**config.mk**
```make
export PLATFORM = sky130hd
export DESIGN_NAME = mux4_rr_arbiter_flat
export DESIGN_NICKNAME = d
export VERILOG_FILES = /design/src/rtl/mux4_rr_arbiter_pkg.sv /design/src/rtl/mux4_rr_arbiter_if.sv /design/src/rtl/mux4_rr_arbiter_pick.sv /design/src/rtl/mux4_rr_arbiter.sv /design/src/flat_wrapper.sv
export SDC_FILE = /design/constraint.sdc
export NUM_CORES = 1
export LEC_CHECK = 0
export ABC_AREA = 0
export BUFFER_PORTS_ARGS = -buffer_cell sky130_fd_sc_hd__clkbuf_2
export CAP_MARGIN = 20
export CORE_AREA = 2 2 131 133
export DETAILED_ROUTE_END_ITERATION = 6
export DIE_AREA = 0 0 133 135
export GPL_TIMING_DRIVEN = 0
export SLEW_MARGIN = 20
export SYNTH_ARGS = -nofsm -noshare
export SYNTH_HDL_FRONTEND = slang
export SYNTH_SLANG_ARGS = --single-unit
```
**constraint.sdc**
```tcl
create_clock -name clock -period 5.8 [get_ports clock]
set_input_delay 1.16 -clock clock [delete_from_list [all_inputs] [get_ports clock]]
set_output_delay 1.16 -clock clock [all_outputs]
set_load 0.02 [all_outputs]
```
**src/rtl/mux4_rr_arbiter_pkg.sv**
```systemverilog
// Shared constants and types for the 4-requester round-robin arbiter.
//   SEL_W         : width of a requester index
//   NUM_REQ       : number of requesters
//   RESET_PTR_DEF : default highest-priority requester after reset
package mux4_rr_arbiter_pkg;

  localparam int SEL_W   = 2;
  localparam int NUM_REQ = 4;

  typedef logic [SEL_W-1:0]   sel_t;
  typedef logic [NUM_REQ-1:0] req_vec_t;

  localparam sel_t RESET_PTR_DEF = 2'd0;

  // Result of one round-robin pick.
  typedef struct packed {
    sel_t g;    // winning index
    logic any;  // at least one requester valid
  } pick_t;

  // One-hot vector with bit i set.
  function automatic req_vec_t onehot(input sel_t i);
    req_vec_t v;
    v    = '0;
    v[i] = 1'b1;
    return v;
  endfunction

endpackage

```
**src/rtl/mux4_rr_arbiter_if.sv**
```systemverilog
// Handshake bundle between four requesters, the arbiter and one consumer.
//   req_valid/req_data0..3/req_ready : per-requester valid/ready channels
//   out_valid/out_data/out_src/out_ready : registered output channel
//   sel_dbg : combinational index of the current pick
// slave  : the arbiter side.
// master : the environment side (requesters + consumer).
interface mux4_rr_arbiter_if #(
  parameter int WIDTH = 64
);
  import mux4_rr_arbiter_pkg::*;

  req_vec_t         req_valid;
  logic [WIDTH-1:0] req_data0;
  logic [WIDTH-1:0] req_data1;
  logic [WIDTH-1:0] req_data2;
  logic [WIDTH-1:0] req_data3;
  req_vec_t         req_ready;
  logic             out_valid;
  logic [WIDTH-1:0] out_data;
  sel_t             out_src;
  logic             out_ready;
  sel_t             sel_dbg;

  modport slave (
    input  req_valid, req_data0, req_data1, req_data2, req_data3, out_ready,
    output req_ready, out_valid, out_data, out_src, sel_dbg
  );

  modport master (
    output req_valid, req_data0, req_data1, req_data2, req_data3, out_ready,
    input  req_ready, out_valid, out_data, out_src, sel_dbg
  );

endinterface

```
**src/rtl/mux4_rr_arbiter_pick.sv**
```systemverilog
// rr_pick4: combinational rotate-and-priority-encode.
//   req_valid : request vector
//   ptr       : index with highest priority
//   g         : first valid index scanning ptr, ptr+1, ptr+2, ptr+3 (mod 4)
//   any       : |req_valid; g == ptr when no request is valid
module rr_pick4
  import mux4_rr_arbiter_pkg::*;
(
  input  req_vec_t req_valid,
  input  sel_t     ptr,
  output sel_t     g,
  output logic     any
);

  sel_t idx;

  // Walk the scan order backwards so the earliest hit overwrites later ones.
  // The 2-bit add wraps naturally, which is exactly the mod-4 rotation.
  always_comb begin
    g   = ptr;
    idx = ptr;
    any = |req_valid;
    for (int k = NUM_REQ-1; k >= 0; k--) begin
      idx = ptr + sel_t'(k);
      if (req_valid[idx]) g = idx;
    end
  end

endmodule

```
**src/rtl/mux4_rr_arbiter.sv**
```systemverilog
// Round-robin arbiter: four valid/ready requesters share one 4:1 data
// select; the winner is registered onto a single valid/ready output.
//   clock     : rising-edge clock
//   reset     : synchronous, active-high
//   bus       : mux4_rr_arbiter_if.slave (requests, output channel, sel_dbg)
// Params: WIDTH (data width), RESET_PTR (priority index after reset).
module mux4_rr_arbiter
  import mux4_rr_arbiter_pkg::*;
#(
  parameter int   WIDTH     = 64,
  parameter sel_t RESET_PTR = RESET_PTR_DEF
) (
  input  logic                  clock,
  input  logic                  reset,
  mux4_rr_arbiter_if.slave      bus
);

  sel_t                            ptr;
  pick_t                           pick;
  logic                            out_valid;
  logic [WIDTH-1:0]                out_data;
  sel_t                            out_src;
  logic                            can_accept;
  logic                            grant;
  logic [NUM_REQ-1:0][WIDTH-1:0]   data_vec;
  logic [WIDTH-1:0]                data_sel;

  rr_pick4 u_pick (
    .req_valid (bus.req_valid),
    .ptr       (ptr),
    .g         (pick.g),
    .any       (pick.any)
  );

  assign data_vec = {bus.req_data3, bus.req_data2, bus.req_data1, bus.req_data0};

  always_comb begin
    data_sel = '0;
    case (pick.g)
      2'd0:    data_sel = data_vec[0];
      2'd1:    data_sel = data_vec[1];
      2'd2:    data_sel = data_vec[2];
      default: data_sel = data_vec[3];
    endcase
  end

  // Single pipeline register, no skid: accept only if empty or draining.
  assign can_accept = !out_valid || bus.out_ready;
  // pick.any implies req_valid[g], so a grant is always a transfer.
  assign grant      = can_accept && pick.any && !reset;

  assign bus.req_ready = grant ? onehot(pick.g) : '0;
  assign bus.sel_dbg   = pick.any ? pick.g : ptr;
  assign bus.out_valid = out_valid;
  assign bus.out_data  = out_data;
  assign bus.out_src   = out_src;

  always_ff @(posedge clock) begin
    if (reset) begin
      out_valid <= 1'b0;
      out_data  <= '0;
      out_src   <= '0;
      ptr       <= RESET_PTR;
    end else if (grant) begin
      out_valid <= 1'b1;
      out_data  <= data_sel;
      out_src   <= pick.g;
      ptr       <= pick.g + 2'd1;
    end else if (bus.out_ready) begin
      // Drain without refill; data/src keep their last values.
      out_valid <= 1'b0;
    end
  end

endmodule

```
**src/flat_wrapper.sv**
```systemverilog
// flat-port wrapper written by rule: the top's interface ports become plain ports
module mux4_rr_arbiter_flat import mux4_rr_arbiter_pkg::*;
#(
  parameter int   WIDTH     = 64,
  parameter sel_t RESET_PTR = RESET_PTR_DEF
)
  (clock, reset, bus_req_valid, bus_req_data0, bus_req_data1, bus_req_data2, bus_req_data3, bus_out_ready, bus_req_ready, bus_out_valid, bus_out_data, bus_out_src, bus_sel_dbg);
  mux4_rr_arbiter_if #(.WIDTH(WIDTH)) bus_i ();
  input  logic clock;
  input  logic reset;
  input wire logic [$bits(bus_i.req_valid)-1:0] bus_req_valid;
  input wire logic [$bits(bus_i.req_data0)-1:0] bus_req_data0;
  input wire logic [$bits(bus_i.req_data1)-1:0] bus_req_data1;
  input wire logic [$bits(bus_i.req_data2)-1:0] bus_req_data2;
  input wire logic [$bits(bus_i.req_data3)-1:0] bus_req_data3;
  input wire logic [$bits(bus_i.out_ready)-1:0] bus_out_ready;
  output wire logic [$bits(bus_i.req_ready)-1:0] bus_req_ready;
  output wire logic [$bits(bus_i.out_valid)-1:0] bus_out_valid;
  output wire logic [$bits(bus_i.out_data)-1:0] bus_out_data;
  output wire logic [$bits(bus_i.out_src)-1:0] bus_out_src;
  output wire logic [$bits(bus_i.sel_dbg)-1:0] bus_sel_dbg;
  assign bus_i.req_valid = bus_req_valid;
  assign bus_i.req_data0 = bus_req_data0;
  assign bus_i.req_data1 = bus_req_data1;
  assign bus_i.req_data2 = bus_req_data2;
  assign bus_i.req_data3 = bus_req_data3;
  assign bus_i.out_ready = bus_out_ready;
  assign bus_req_ready = bus_i.req_ready;
  assign bus_out_valid = bus_i.out_valid;
  assign bus_out_data = bus_i.out_data;
  assign bus_out_src = bus_i.out_src;
  assign bus_sel_dbg = bus_i.sel_dbg;
  mux4_rr_arbiter #(.WIDTH(WIDTH), .RESET_PTR(RESET_PTR)) u_core (.clock(clock), .reset(reset), .bus(bus_i));
endmodule
```
; Yosys cells after proc, flatten, opt, wreduce, memory -nomap -nowiden
; Cells that the tools add are included.
[totals]
ff_bits = 69
in_bits = 263
output_inout_bits = 73
elab_cells = 44
[classes]
n_addsub = 4
order_cmp = 6
n_eq_ne = 2
n_mux = 19
reduce_logical = 9
[ops]
columns = op, n
row1 = 64-bit case mux with 3 select lines, 1
row2 = "2-bit by 3-bit < comparator with 1-bit output, second input constant", 5
row3 = 2-bit two-way mux, 5
row4 = 1-bit binary-select mux with 2-bit select, 4
row5 = 1-bit two-way mux, 7
row6 = "2-bit by 1-bit adder with 2-bit output, second input constant", 2
row7 = "2-bit adder, second input constant", 2
row8 = 4-bit two-way mux, 1
row9 = 4-bit OR reduction, 1
row10 = 1-bit logical AND, 3
row11 = 1-bit demux with 2-bit select, 1
row12 = "2-bit by 1-bit equality test with 1-bit output, second input constant", 1
row13 = "2-bit equality test, second input constant", 1
row14 = "2-bit by 1-bit >= comparator with 1-bit output, second input constant", 1
row15 = 1-bit zero test, 2
row16 = 2-bit zero test, 1
row17 = 2-bit nonzero test, 1
row18 = 1-bit logical OR, 1

; Depth between registers and ports, before layout
[depth]
word_depth = 12
depth_mapped = 12
depth_no_buf = 9

; Modules after synthesis
; A second synthesis with hierarchy kept.
[hier_totals]
hier_cells = 478
area_unflattened_um2 = 4057.6
[modules_own_cells]
columns = mod, n_inst, cells_each, area_per_inst_um2
row1 = mux4_rr_arbiter, 1, 462, 3957.5
row2 = rr_pick4, 1, 16, 100.1

; Worst setup path before layout
; OpenSTA, ideal clock, no wires.
[synth_path]
path_type = input to output
start = input bus_req_valid[3]
end = output bus_req_ready[2]
arrival_ps = 2762
setup_slack_ps = 1878
cell_stages = 8
cell_sequence = and3b_2 > nor4_1 > nor2b_1 > inv_1 > ha_1 > clkbuf_1 > buf_1 > and2_1
[synth_lines]
columns = item, line_no
row1 = "start, declared", flat_wrapper.sv:11  ; input wire logic [$bits(bus_i.req_valid)-1:0] bus_req_valid;
row2 = "end, declared", flat_wrapper.sv:17  ; output wire logic [$bits(bus_i.req_ready)-1:0] bus_req_ready;

==> flow_metrics.tcl <==
set metrics [dict create \
    start_kind "input pin" \
    clk_pin_slew_ps 60 \
    p_leak_uw 0.00338 \
    slew_headroom_pct 34.2 \
    synth_edf_count 0 \
    synthesis.nets 756 \
    synth_seq_area_share_pct 31.7 \
    rsz0062_at_grt "false" \
    track_usage_pct 19.5 \
    die_y_um 135 \
    post_dp_cell_area_mm2 0.00631 \
    clockBufferDepth 2 \
    worst_pin_slew_ps 986 \
    post-route-period-util_pct 83.9 \
    drt_first_pass_iters 7 \
    regToRegSetupSlack_ps 2760 \
    cts.sinks 69 \
    viasPerCell 5.05 \
    cts_max_level 3 \
    r2r_start "u_core.ptr[0]" \
    postCtsResizedCells 0 \
    insertion_delay_ps 340 \
    synth_top_cell_by_area "dfxtp_1" \
    rows 47 \
    reg2regPathDepth 10 \
    wl_um 18100 \
    criticalPathCategory "in -> out" \
    fin_crit_ps 4870 \
    cts_buffers 9 \
    arrival_ps 3710 \
    antenna_found_initial 0 \
    worstSetupStartpoint "bus_req_valid[3]" \
    worstHoldPathType "reg -> reg" \
    yosysMostFrequentCell "dfxtp_1" \
    final-hold-violation-count 0 \
    seqCellArea_mm2 0.00138 \
    multi_input_area_mm2 0.00259 \
    die_area_mm2 0.0180 \
    drive_gt1_share_pct 53.6 \
    fin_skew_ps 6.31 \
    setup_tns_ps 0 \
    coreArea_mm2 0.0164 \
    final_net_count 1102 \
    n_antenna_cell 0 \
    max_freq_mhz 206 \
    tritoncts "yes" \
    initial_core_util_pct 26.6 \
    post_drt_wl_per_cell_um 17.1 \
    fp.dieW_um 133 \
    async_reset_ff_share_pct 0 \
    drcViolationCount 5 \
    vias 5348 \
    end_kind "output port" \
    synth_area_mm2 0.00436 \
    netlist_top_cells_area "dfxtp_1 (32%), nand3b_2 (17%), a222oi_1 (15%)" \
    ctsHoldBuffers 0 \
    grt_max_degree 12 \
    portBuffers 335 \
    cp_cell_sequence "clkbuf_2, and2b_1, o21ai_0, o211a_1, ha_1, clkbuf_1, clkbuf_1, and2_1, clkbuf_2" \
    drv_cap 0 \
    postLayoutCellArea_mm2 0.00667 \
    synth_top_flop_cell "dfxtp_1" \
    yosysTopAreaCellShare_pct 31.7 \
    fillCellCount 1710 \
    status "complete, but fails checks" \
    grt.overflow.total 0 \
    path_max_fanout 10 \
    drt_iter0_markers 451 \
    cp.required_ps 4640 \
    yosysWarnings 0 \
    synthTopCellsByCount "dfxtp_1 (69), o21ai_0 (66), a222oi_1 (64), nand2_1 (64), nand3b_2 (64)" \
    ant_nets 0 \
    worst_path_max_delay_cell "clkbuf_1" \
    grt_pass1_wl_um 27200 \
    ys_ff_latch 69 \
    setup_viol 0 \
    ir_worst_vdd_mv 0.164 \
    slowest_delay_ps 680 \
    syn_inst 488 \
    cts_setup_buffers 0 \
    gp_congestion 0.848 \
    io_pins 336 \
    grt_pass1_vias 5177 \
    powerDensity_mw_per_mm2 315 \
    cts_root_buf "clkbuf_16" \
    synth.distinct_cells 30 \
    violations "DRC" \
    cp-endpoint "bus_req_ready[1]" \
    postSynthAreaPerCell_um2 8.94 \
    area_delta_synth_final_pct 53.0 \
    r2r-end "u_core.bus.out_data[28]" \
    slew_violations 0 \
    hpwl_um 14200 \
]
## report_power, final
part,switching [uW],leakage [uW],internal (uW)
Combinational,487,0.00264,331
Sequential,62.7,0.000573,565
Clock,203,0.000176,455
## state kept, by name, indices dropped and copies added, names as in the netlist
| signal | flops |
|---|---|
| u_core.bus.out_data | 64 |
| u_core.bus.out_valid | 1 |
| u_core.ptr | 2 |
| u_core.bus.out_src | 2 |
## cell type report
cell class                 count  share of cell area, %
tap                          220                   4.12
buffer                        57                   5.61
clock inverter                 3                   1.35
inverter                       5                  0.281
multi-input combinational    357                   38.8
timing repair buffer         335                   25.1
clock buffer                  13                   4.05
sequential                    69                   20.7
## placed cells by master (no fill, tap or decap), types with 4 or more instances in the layout
master / instances
buf_2: 5
o21ai_2: 19
a222oi_1: 64
nand2_1: 64
o21ai_0: 66
buf_12: 9
inv_1: 5
clkbuf_1: 32
and2_1: 4
clkbuf_16: 9
nor2b_1: 5
ha_1: 5
buf_1: 11
o21ai_1: 47
dfxtp_1: 69
clkbuf_2: 335
nand3b_2: 64
## metrics by stage
stage / hold slack [ps] / total power [uW] / cells / utilization, % / setup WS [ps]
after global routing: 496 / 2240 / 1059 / 40.7 / 722
after CTS: 484 / 2130 / 1059 / 40.7 / 936
after detailed placement: 473 / 1460 / 1043 / 38.5 / 931
after floorplan: 490 / 1140 / 488 / - / 1880
after global placement: 470 / 1450 / 1043 / 38.5 / 946
final: 479 / 2100 / 1059 / 40.7 / 934
## worst min path at each step
| stage | start | endpoint | slack, ps | cells past startpoint |
|---|---|---|---|---|
| 5_1_grt | u_core.bus.out_data[44] | u_core.bus.out_data[44] | 500 | 2 |
| 6_report | u_core.bus.out_data[53] | u_core.bus.out_data[53] | 480 | 2 |
| 3_5_place_dp | u_core.bus.out_data[13] | u_core.bus.out_data[13] | 470 | 2 |
| 4_1_cts | u_core.bus.out_data[13] | u_core.bus.out_data[13] | 480 | 2 |
| 2_1_floorplan | u_core.ptr[0] | u_core.ptr[0] | 490 | 2 |
| 3_3_place_gp | u_core.bus.out_data[56] | u_core.bus.out_data[56] | 470 | 2 |
## routing by layer
metal	wire (um)	GRT usage, %	up-vias
met5	0	0	-
met4	393	6.39	0
met3	1430	5.14	26
met2	9030	34.4	273
met1	7250	22.9	2456
li1	-	-	2593
## cell families (layout without fill, tap and decap cells)
logic type               Yosys count  count (layout)  synth area share, %
AO/OA/AOI/OAI                    202             202                 32.6
flip-flops                        69              69                 31.7
AND/OR/NAND/NOR                  150             150                 25.3
adder cells (fa/ha/maj)            5               5                 1.43
buffers and inverters             62             413                 9.01
## critical path: cells and delay by family
kind	cells	cell delay (ps)
AND/OR/NAND/NOR	2	380
buffers and inverters	4	1400
AO/OA/AOI/OAI	2	540
adder cells (fa/ha/maj)	1	210
Note: power is estimated with default switching activity, not from simulation.
